File: config.mk
export PLATFORM = sky130hd
export DESIGN_NAME = hmc_rf_responder
export DESIGN_NICKNAME = d
export VERILOG_FILES = /design/src/rtl/hmc_rf_pkg.sv /design/src/rtl/hmc_rf_sat_counter.sv /design/src/rtl/hmc_rf_responder.sv
export SDC_FILE = /design/constraint.sdc
export NUM_CORES = 1
export LEC_CHECK = 0
export BUFFER_PORTS_ARGS = -buffer_cell sky130_fd_sc_hd__buf_4
export CAP_MARGIN = 20
export CORE_MARGIN = 4
export CORE_UTILIZATION = 53
export CTS_CLUSTER_DIAMETER = 200
export DETAILED_ROUTE_END_ITERATION = 6
export MAX_ROUTING_LAYER = met4
export PLACE_DENSITY = 0.86
export SYNTH_ARGS = -nofsm -noshare
export SYNTH_HDL_FRONTEND = slang
export SYNTH_HIERARCHICAL = 1
export SYNTH_SLANG_ARGS = --single-unit
File: constraint.sdc
create_clock -name clk -period 2.4 [get_ports clk]
set_input_delay 0.48 -clock clk [delete_from_list [all_inputs] [get_ports clk]]
set_output_delay 0.48 -clock clk [all_outputs]
set_load 0.1 [all_outputs]
File: src/rtl/hmc_rf_pkg.sv
// ----------------------------------------------------------------------------
// hmc_rf_pkg
// Shared definitions for the HMC RF access-bus responder:
//   - register map addresses of the implemented registers
//   - responder FSM state encoding
// No ports (package).
// ----------------------------------------------------------------------------
package hmc_rf_pkg;

    // Register map. Every address above RF_ADDR_ERROR_CNT is unmapped.
    localparam int unsigned RF_ADDR_CONTROL   = 0;
    localparam int unsigned RF_ADDR_STATUS    = 1;
    localparam int unsigned RF_ADDR_SCRATCH   = 2;
    localparam int unsigned RF_ADDR_EVENT_CNT = 3;
    localparam int unsigned RF_ADDR_ERROR_CNT = 4;

    typedef enum logic [1:0] {
        IDLE    = 2'd0,
        WAIT    = 2'd1,
        DONE    = 2'd2,
        RELEASE = 2'd3
    } rf_resp_state_t;

endpackage : hmc_rf_pkg

File: src/rtl/hmc_rf_sat_counter.sv
// ----------------------------------------------------------------------------
// hmc_rf_sat_counter
// Saturating up-counter with synchronous clear.
//   clk    : clock
//   res_n  : asynchronous active-low reset, clears the count
//   inc    : count one in this cycle (ignored once at all-ones)
//   clr    : clear the count; clr together with inc leaves the count at 1
//   cnt    : current count
// ----------------------------------------------------------------------------
module hmc_rf_sat_counter #(
    parameter int WIDTH = 64
) (
    input  logic             clk,
    input  logic             res_n,
    input  logic             inc,
    input  logic             clr,
    output logic [WIDTH-1:0] cnt
);

    logic [WIDTH-1:0] cnt_q;
    logic [WIDTH-1:0] cnt_d;

    always_comb begin
        cnt_d = cnt_q;
        if (clr) begin
            // The clear wins over the old value but the event of this
            // same cycle is still counted.
            cnt_d = WIDTH'(inc);
        end else if (inc && (cnt_q != {WIDTH{1'b1}})) begin
            cnt_d = cnt_q + WIDTH'(1);
        end
    end

    always_ff @(posedge clk or negedge res_n) begin
        if (!res_n) begin
            cnt_q <= '0;
        end else begin
            cnt_q <= cnt_d;
        end
    end

    assign cnt = cnt_q;

endmodule : hmc_rf_sat_counter

File: src/rtl/hmc_rf_responder.sv
// ----------------------------------------------------------------------------
// hmc_rf_responder
// Register-file target on the HMC RF access bus. Serves read/write requests
// to a small register map (CONTROL, STATUS, SCRATCH, EVENT_COUNT,
// ERROR_COUNT) with a fixed completion latency of ACCESS_LATENCY cycles.
//
// Ports:
//   clk, res_n          : clock, asynchronous active-low reset
//   rf_address          : register address of the request
//   rf_write_data       : write data of the request
//   rf_read_enable      : read request (level)
//   rf_write_enable     : write request (level)
//   rf_read_data        : registered read data, held until the next completion
//   rf_access_complete  : one-cycle completion pulse
//   rf_invalid_address  : invalid-access flag, only meaningful with complete
//   status_in           : live status, returned by reads of STATUS
//   event_in            : event strobe, counted once per high cycle
//   ctrl_out            : CONTROL register contents
//
// Handshake: a request is the level of rf_read_enable/rf_write_enable; the
// initiator keeps address, data and enable stable until it sees
// rf_access_complete, then drops the enable. The responder captures the
// request when it leaves IDLE, pulses rf_access_complete for one cycle
// ACCESS_LATENCY cycles later, and will not accept a new request until both
// enables have been seen low, so a held enable never starts a second access.
// Both enables high at once is answered as an invalid access.
//
// FSM state is visible on the internal signal state_q for bound checkers.
// ----------------------------------------------------------------------------
module hmc_rf_responder
    import hmc_rf_pkg::*;
#(
    parameter int HMC_RF_WWIDTH  = 64,
    parameter int HMC_RF_RWIDTH  = 64,
    parameter int HMC_RF_AWIDTH  = 4,
    parameter int ACCESS_LATENCY = 2
) (
    input  logic                     clk,
    input  logic                     res_n,
    input  logic [HMC_RF_AWIDTH-1:0] rf_address,
    input  logic [HMC_RF_WWIDTH-1:0] rf_write_data,
    input  logic                     rf_read_enable,
    input  logic                     rf_write_enable,
    output logic [HMC_RF_RWIDTH-1:0] rf_read_data,
    output logic                     rf_access_complete,
    output logic                     rf_invalid_address,
    input  logic [HMC_RF_RWIDTH-1:0] status_in,
    input  logic                     event_in,
    output logic [HMC_RF_RWIDTH-1:0] ctrl_out
);

    localparam int AW    = HMC_RF_AWIDTH;
    localparam int RW    = HMC_RF_RWIDTH;
    // The counter only ever holds values 0 .. ACCESS_LATENCY-1.
    localparam int LAT_W = (ACCESS_LATENCY > 1) ? $clog2(ACCESS_LATENCY) : 1;

    // ------------------------------------------------------------------
    // Elaboration-time parameter checks
    // ------------------------------------------------------------------
    if (HMC_RF_WWIDTH != HMC_RF_RWIDTH) begin : g_width_check
        $error("hmc_rf_responder: HMC_RF_WWIDTH must equal HMC_RF_RWIDTH");
    end
    if (ACCESS_LATENCY < 1) begin : g_latency_check
        $error("hmc_rf_responder: ACCESS_LATENCY must be at least 1");
    end
    if (HMC_RF_AWIDTH < 3) begin : g_addr_check
        $error("hmc_rf_responder: HMC_RF_AWIDTH too small for the register map");
    end

    // ------------------------------------------------------------------
    // State
    // ------------------------------------------------------------------
    rf_resp_state_t    state_q,      state_d;
    logic [LAT_W-1:0]  lat_cnt_q,    lat_cnt_d;
    logic [AW-1:0]     addr_q,       addr_d;
    logic [RW-1:0]     wdata_q,      wdata_d;
    logic              is_write_q,   is_write_d;
    logic              invalid_q,    invalid_d;
    logic [RW-1:0]     ctrl_q,       ctrl_d;
    logic [RW-1:0]     scratch_q,    scratch_d;
    logic [RW-1:0]     rdata_q,      rdata_d;

    logic [RW-1:0]     event_cnt;
    logic [RW-1:0]     error_cnt;
    logic              in_done;
    logic              valid_write;
    logic              event_clr;
    logic              error_clr;
    logic              error_inc;
    logic [RW-1:0]     read_mux;

    // ------------------------------------------------------------------
    // Read data selection, evaluated on the captured address. Counters
    // return the value held during DONE, before any clear takes effect.
    // ------------------------------------------------------------------
    always_comb begin
        read_mux = '0;
        case (addr_q)
            AW'(RF_ADDR_CONTROL):   read_mux = ctrl_q;
            AW'(RF_ADDR_STATUS):    read_mux = status_in;
            AW'(RF_ADDR_SCRATCH):   read_mux = scratch_q;
            AW'(RF_ADDR_EVENT_CNT): read_mux = event_cnt;
            AW'(RF_ADDR_ERROR_CNT): read_mux = error_cnt;
            default:                read_mux = '0;
        endcase
    end

    // ------------------------------------------------------------------
    // FSM next state and register updates
    // ------------------------------------------------------------------
    always_comb begin
        state_d    = state_q;
        lat_cnt_d  = lat_cnt_q;
        addr_d     = addr_q;
        wdata_d    = wdata_q;
        is_write_d = is_write_q;
        invalid_d  = invalid_q;
        ctrl_d     = ctrl_q;
        scratch_d  = scratch_q;
        rdata_d    = rdata_q;

        case (state_q)
            IDLE: begin
                if (rf_read_enable || rf_write_enable) begin
                    addr_d     = rf_address;
                    wdata_d    = rf_write_data;
                    is_write_d = rf_write_enable;
                    invalid_d  = (rf_read_enable && rf_write_enable) ||
                                 (rf_address > AW'(RF_ADDR_ERROR_CNT));
                    lat_cnt_d  = LAT_W'(ACCESS_LATENCY - 1);
                    // With a latency of one the access completes in the very
                    // next cycle, so the wait phase is skipped entirely.
                    state_d    = (ACCESS_LATENCY == 1) ? DONE : WAIT;
                end
            end

            WAIT: begin
                // Leave when this decrement reaches zero; that places DONE
                // exactly ACCESS_LATENCY cycles after the request was sampled.
                lat_cnt_d = lat_cnt_q - LAT_W'(1);
                if (lat_cnt_q == LAT_W'(1)) begin
                    state_d = DONE;
                end
            end

            DONE: begin
                state_d = RELEASE;
                rdata_d = '0;
                if (!invalid_q) begin
                    if (is_write_q) begin
                        case (addr_q)
                            AW'(RF_ADDR_CONTROL): ctrl_d    = wdata_q;
                            AW'(RF_ADDR_SCRATCH): scratch_d = wdata_q;
                            default: ;
                        endcase
                    end else begin
                        rdata_d = read_mux;
                    end
                end
            end

            RELEASE: begin
                if (!rf_read_enable && !rf_write_enable) begin
                    state_d = IDLE;
                end
            end

            default: begin
                state_d = IDLE;
            end
        endcase
    end

    always_ff @(posedge clk or negedge res_n) begin
        if (!res_n) begin
            state_q    <= IDLE;
            lat_cnt_q  <= '0;
            addr_q     <= '0;
            wdata_q    <= '0;
            is_write_q <= 1'b0;
            invalid_q  <= 1'b0;
            ctrl_q     <= '0;
            scratch_q  <= '0;
            rdata_q    <= '0;
        end else begin
            state_q    <= state_d;
            lat_cnt_q  <= lat_cnt_d;
            addr_q     <= addr_d;
            wdata_q    <= wdata_d;
            is_write_q <= is_write_d;
            invalid_q  <= invalid_d;
            ctrl_q     <= ctrl_d;
            scratch_q  <= scratch_d;
            rdata_q    <= rdata_d;
        end
    end

    // ------------------------------------------------------------------
    // Counter control. A clear of ERROR_COUNT is a valid access, so its
    // clear and its increment can never happen in the same cycle.
    // ------------------------------------------------------------------
    assign in_done     = (state_q == DONE);
    assign valid_write = in_done && !invalid_q && is_write_q;
    assign event_clr   = valid_write && (addr_q == AW'(RF_ADDR_EVENT_CNT));
    assign error_clr   = valid_write && (addr_q == AW'(RF_ADDR_ERROR_CNT));
    assign error_inc   = in_done && invalid_q;

    hmc_rf_sat_counter #(
        .WIDTH (RW)
    ) u_event_cnt (
        .clk   (clk),
        .res_n (res_n),
        .inc   (event_in),
        .clr   (event_clr),
        .cnt   (event_cnt)
    );

    hmc_rf_sat_counter #(
        .WIDTH (RW)
    ) u_error_cnt (
        .clk   (clk),
        .res_n (res_n),
        .inc   (error_inc),
        .clr   (error_clr),
        .cnt   (error_cnt)
    );

    // ------------------------------------------------------------------
    // Outputs
    // ------------------------------------------------------------------
    assign rf_read_data       = rdata_q;
    assign rf_access_complete = in_done;
    assign rf_invalid_address = in_done && invalid_q;
    assign ctrl_out           = ctrl_q;

endmodule : hmc_rf_responder
Word level (Yosys, flattened, before mapping)
Cells that the tools add are included.
W data, S select, Z words.
- register bits after elaboration: 393
- output and inout bits: 130
- logic and storage cells: 65
- $add $sub $neg: 3
- $lt $le $gt $ge: 1
- equal/unequal tests: 12
- muxes and demuxes: 13
- bitwise operators: 1
- reductions and logical operators: 24
- operator list (kind ; number):
    $mux W64 ; 6
    $pmux W64 S5 ; 1
    $add A64 B1 Y64 const B ; 2
    $ne A64 B64 Y1 const B ; 2
    $logic_and A1 B1 Y1 ; 9
    $eq A4 B2 Y1 const B ; 2
    $pmux W2 S4 ; 1
    $reduce_and A4 Y1 ; 2
    $mux W2 ; 3
    $ne A2 B2 Y1 const B ; 3
    $reduce_bool A2 Y1 ; 3
    $eq A2 B2 Y1 const B ; 2
    $eq A4 B1 Y1 const B ; 1
    $eq A4 B3 Y1 const B ; 1
    $gt A4 B3 Y1 const B ; 1
    $logic_not A4 Y1 ; 1
    $reduce_and A2 Y1 ; 2
    $logic_not A1 Y1 ; 3
    $reduce_and A3 Y1 ; 1
    $eq A2 B1 Y1 const B ; 1
    $logic_not A2 Y1 ; 1
    $logic_or A1 B1 Y1 ; 2
    $pmux W1 S2 ; 1
    $mux W1 ; 1
    other kinds (2) ; 2

Longest topological paths before layout
- depth in word-level cells: 5
- mapped depth: 11
- depth with buffers taken out: 9

Modules after synthesis
The synthesis kept the hierarchy.
- modules (own cells, without submodules) (module ; instances ; cells each ; area each (um^2)):
    hmc_rf_responder ; 1 ; 902 ; 12280.5
    hmc_rf_sat_counter ; 2 ; 417 ; 3764.9

Worst setup path before layout
Ideal clock, no wire load.
- kind: reg-to-reg
- start: register state_q[0]
- end: register u_error_cnt.cnt_q[42] (netlist: u_error_cnt/cnt[42])
- arrival time: 3.902 ns
- slack: -1.580 ns
- cell stages (with the launch flop): 10
- buffers on the path: 3
- period minus slack after synthesis: 3.980 ns
- path through: dfrtp_1 -> inv_1 -> ha_1 -> clkbuf_1 -> and2_1 -> clkbuf_1 -> o31ai_4 -> buf_6 -> or4b_2 -> a21oi_1
- RTL lines (item ; RTL line ; text):
    start, declared ; hmc_rf_responder.sv:73 ; rf_resp_state_t state_q, state_d;
    start signal, assigned ; hmc_rf_responder.sv:186 ; state_q <= state_d;
    $eq A2 B2 Y1 ; hmc_rf_responder.sv:202 ; assign in_done = (state_q == DONE);
    named net rf_access_complete ; hmc_rf_responder.sv:45 ; output logic rf_access_complete,
    $logic_and A1 B1 Y1 ; n/a ;
    named net rf_invalid_address ; hmc_rf_responder.sv:46 ; output logic rf_invalid_address,
    $logic_and A1 B1 Y1 ; hmc_rf_sat_counter.sv:29 ; end else if (inc && (cnt_q != {WIDTH{1'b1}})) begin
    $reduce_bool A2 Y1 (no line) ; n/a ;
    end signal, assigned ; hmc_rf_sat_counter.sv:38 ; cnt_q <= cnt_d;
    end, declared ; hmc_rf_sat_counter.sv:20 ; logic [WIDTH-1:0] cnt_q;
The timed path passes the listed nets, and every way through them passes these cells.
A chain may end at the register's enable or synchronous reset.

Worst setup path after layout
- start: register u_error_cnt.cnt_q[18] (netlist: u_error_cnt/cnt[18])
- end: register u_error_cnt.cnt_q[32] (netlist: u_error_cnt/cnt[32])
- word-level cells in the longest chain between the ends: 3
- RTL lines (item ; RTL line):
    $add A64 B1 Y64 / $ne A64 B64 Y1 (equally long branches) ; hmc_rf_sat_counter.sv:30, hmc_rf_sat_counter.sv:29
    $mux W64 / $logic_and A1 B1 Y1 (equally long branches) ; hmc_rf_sat_counter.sv:29
    $mux W64 / $reduce_bool A2 Y1 (equally long branches) ; n/a
Several ways; a longest one is shown, not always the timed one. The select of a mux whose other input is x is not followed.

==> results_dict.tcl <==
set metrics [dict create \
    status "finished clean" \
    overflow 0 \
    use_met2 0.489 \
    cp_common_cell "buf_12" \
    slew_viol_final 0 \
    syn_nets 1880 \
    cp_num_buf_inv 3 \
    viasPerCell 6.43 \
    irDropWorstVdd_v 0.000857 \
    first_pass_iters 6 \
    die_y_um 201 \
    reg2reg_to "u_error_cnt/cnt[32]" \
    synth_cell_types 63 \
    syn_area_per_cell_um2 11.4 \
    maxSlewHeadroom 0.539 \
    worst_slew_pin_slew_ps 692 \
    cts_tree "built" \
    grtUsageMet1 0.418 \
    cp_slowest_cell "or3_4" \
    r2r_start "u_error_cnt/cnt[18]" \
    syn_to_final_growth_pct 28.4 \
    cts_max_level 2 \
    hpwlAfterDp_um 44100 \
    worstHoldStart "status_in[46]" \
    nets 2283 \
    drcViolationCount 0 \
    final_area_mm2 0.0254 \
    ff2ff_path_depth 9 \
    rows 70 \
    grt_pass1_wl_um 98800 \
    num_vias 17000 \
    drt_iter0_drc 1704 \
    setup_viol 0 \
    dieWidth_um 201 \
    required_ps 2890 \
    start_util 0.540 \
    leakage_nw 11.8 \
    cts_made_buffers 42 \
    fillers 2593 \
    synth-seq-cells 393 \
    cp-end-kind "flop" \
    max_freq_mhz 424 \
    path_class "reg2reg" \
    gp_congestion 0.995 \
    fin_crit_sh 0.982 \
    r2r_slack_ps 40 \
    met3_usage 0.0580 \
    grt_max_degree 87 \
    synth_edf_count 0 \
    avgRoutedWirePerCell_um 24.0 \
    holdCritPathClass "in2reg" \
    ioPinCount 267 \
    ant_nets 0 \
    power.density_mw_per_mm2 1040 \
    critical_path.top_delay_family "simple AND/OR/NAND/NOR gates" \
    fin_crit_ps 2360 \
    routed_wl_um 63200 \
    clkTransAtPathRegs_ps 60 \
    drive_gt1_frac 0.371 \
    busiest_layer "met2" \
    min_to "rf_read_data[46]" \
    clock_latency_ps 580 \
    whs_path_depth 2 \
    syn-instance-count 1736 \
    path_cells "and3_4, nand4_4, or3_4, o31ai_4, buf_4, buf_12, buf_12, o21ai_0, a21oi_1" \
    coreArea_mm2 0.0367 \
    cap_violations 0 \
    final_util 0.693 \
    clock-sinks 393 \
    port_buffers 266 \
    tns_ps 0 \
    cts.path.max_buffers 3 \
    crit_arrival_ps 2850 \
    skew_ps 31.1 \
    cpPeakStageDelay_ps 450 \
    cp_max_fo 20 \
    critPathLaunchType "flop" \
    synth_ff_type "dfrtp_1" \
    grt_util_all_layers 0.312 \
    grt_pass1_vias 17100 \
    rsz0062_at_grt "yes" \
    antenna_found_initial 0 \
    hold_viol 0 \
    clockRootBuffer "clkbuf_16" \
    netlist_area_mm2 0.0198 \
    ys_warn_count 6 \
    dieArea_mm2 0.0405 \
    ys_seq_area_frac 0.496 \
    place_area_mm2 0.0237 \
    synth-async-reset-ratio 1.00 \
]
registers in the layout, summed over array words and instances, names as in the netlist:
name             flops
ctrl_out            64
scratch_q           64
state_q              2
addr_q               4
u_event_cnt/cnt     64
is_write_q           1
lat_cnt_q            1
u_error_cnt/cnt     64
wdata_q             64
invalid_q            1
rf_read_data        64
layer usage:
metal | vias to the layer above | share of wire
met3 | 118 | 0.086
li1 | 7428 | -
met1 | 8543 | 0.41
met4 | 0 | 0.031
met5 | - | 0
met2 | 873 | 0.47
cell type report:
cell class                 instances  area (µm²)  share of cell area
antenna                            1        2.50           0.0000983
clock buffer                      61        1270              0.0501
clock inverter                    12         194             0.00762
inverter                          14        55.1             0.00216
multi-input combinational       1209        9470               0.372
sequential                       393        9850               0.387
tap                              468         586              0.0230
timing repair buffer             479        4020               0.158
per-stage QoR:
stage               hold slack (ps)  worst slack (ps)  total power [W]  std cells
floorplan                       184              -195           0.0163       1736
global placement                468              62.7           0.0188       2546
detailed placement              477             -10.2           0.0192       2546
CTS                             119             0.978           0.0262       2620
global route                    119             -30.4           0.0273       2636
finish                          136              42.4           0.0264       2637
synthesized netlist by cell type, types with 18 or more instances:
master	instances	area, µm²
clkbuf_1	63	236
buf_6	22	248
or4_1	50	375
dfrtp_1	393	9830
or3_1	51	319
buf_2	18	90.1
mux2_2	186	2090
a221o_1	62	621
nand4_1	30	188
o21ai_0	42	210
a21oi_1	98	490
and3_1	23	144
mux2i_1	129	1290
nand3_1	71	355
nor2b_1	74	463
o22ai_1	64	400
nor2_1	51	191
nand2_1	51	191
nor3_1	26	130
o31ai_1	52	390
layout by cell type, fill, tap and decap left out, drive strengths merged, types with 3 or more instances in the layout:
master	instances
nand4	36
buf	476
nor2	51
o31ai	54
dfrtp	393
a21oi	98
a31oi	4
or4	50
xor2	7
ha	7
nand2b	6
o21ai	47
and3	23
clkinv	4
nor2b	74
nor4	16
o211ai	5
o311ai	3
nand3	73
clkbuf	63
and2	3
nand3b	3
mux2	207
and4	15
mux2i	129
xnor2	10
nand2	53
nor3	28
inv	15
a221o	62
o22ai	64
bufinv	5
or3	51
a211o	3
repair_timing:
| action | in CTS | in global routing |
|---|---|---|
| endpoints found under the setup margin | 11 | 79 |
| pin swaps | 0 | 8 |
| buffers inserted | 0 | 14 |
| endpoints found under the hold margin | 56 | 0 |
| gates resized for setup | 4 | 31 |
| hold buffers | 1 | 0 |
| gates cloned | 0 | 2 |
power by group:
part / internal, W / switching, W / total (W)
sequential: 0.00811 / 0.00122 / 0.00932
combinational: 0.00350 / 0.00665 / 0.0101
clock: 0.00421 / 0.00270 / 0.00691
total: 0.0158 / 0.0106 / 0.0264
logic make-up (layout without fill, tap and decap cells):
logic type / count (synthesis) / in the layout / share of synthesized area
and+or+nand+nor: 494 / 494 / 0.150
muxes: 336 / 336 / 0.184
adders and majority gates: 7 / 7 / 0.00442
buffers and inverters: 134 / 566 / 0.0350
AOI/OAI and AO/OA: 355 / 355 / 0.122
xor gates and xnor gates: 17 / 17 / 0.00752
DFF: 393 / 393 / 0.496
other: 0 / 1 / 0
worst max-delay path by stage:
stage                     slack [ps]           startpoint  cells past startpoint                  end
final                             40  u_error_cnt/cnt[18]                      9  u_error_cnt/cnt[32]
after global routing             -30  u_error_cnt/cnt[21]                      9  u_error_cnt/cnt[46]
after CTS                          1  u_event_cnt/cnt[29]                      8  u_event_cnt/cnt[45]
after detailed placement         -10  u_error_cnt/cnt[21]                      8  u_error_cnt/cnt[36]
after global placement            60  u_event_cnt/cnt[29]                      8  u_event_cnt/cnt[12]
after floorplan                 -190           state_q[0]                     10  u_error_cnt/cnt[62]
Note: power is estimated with default switching activity, not from simulation.
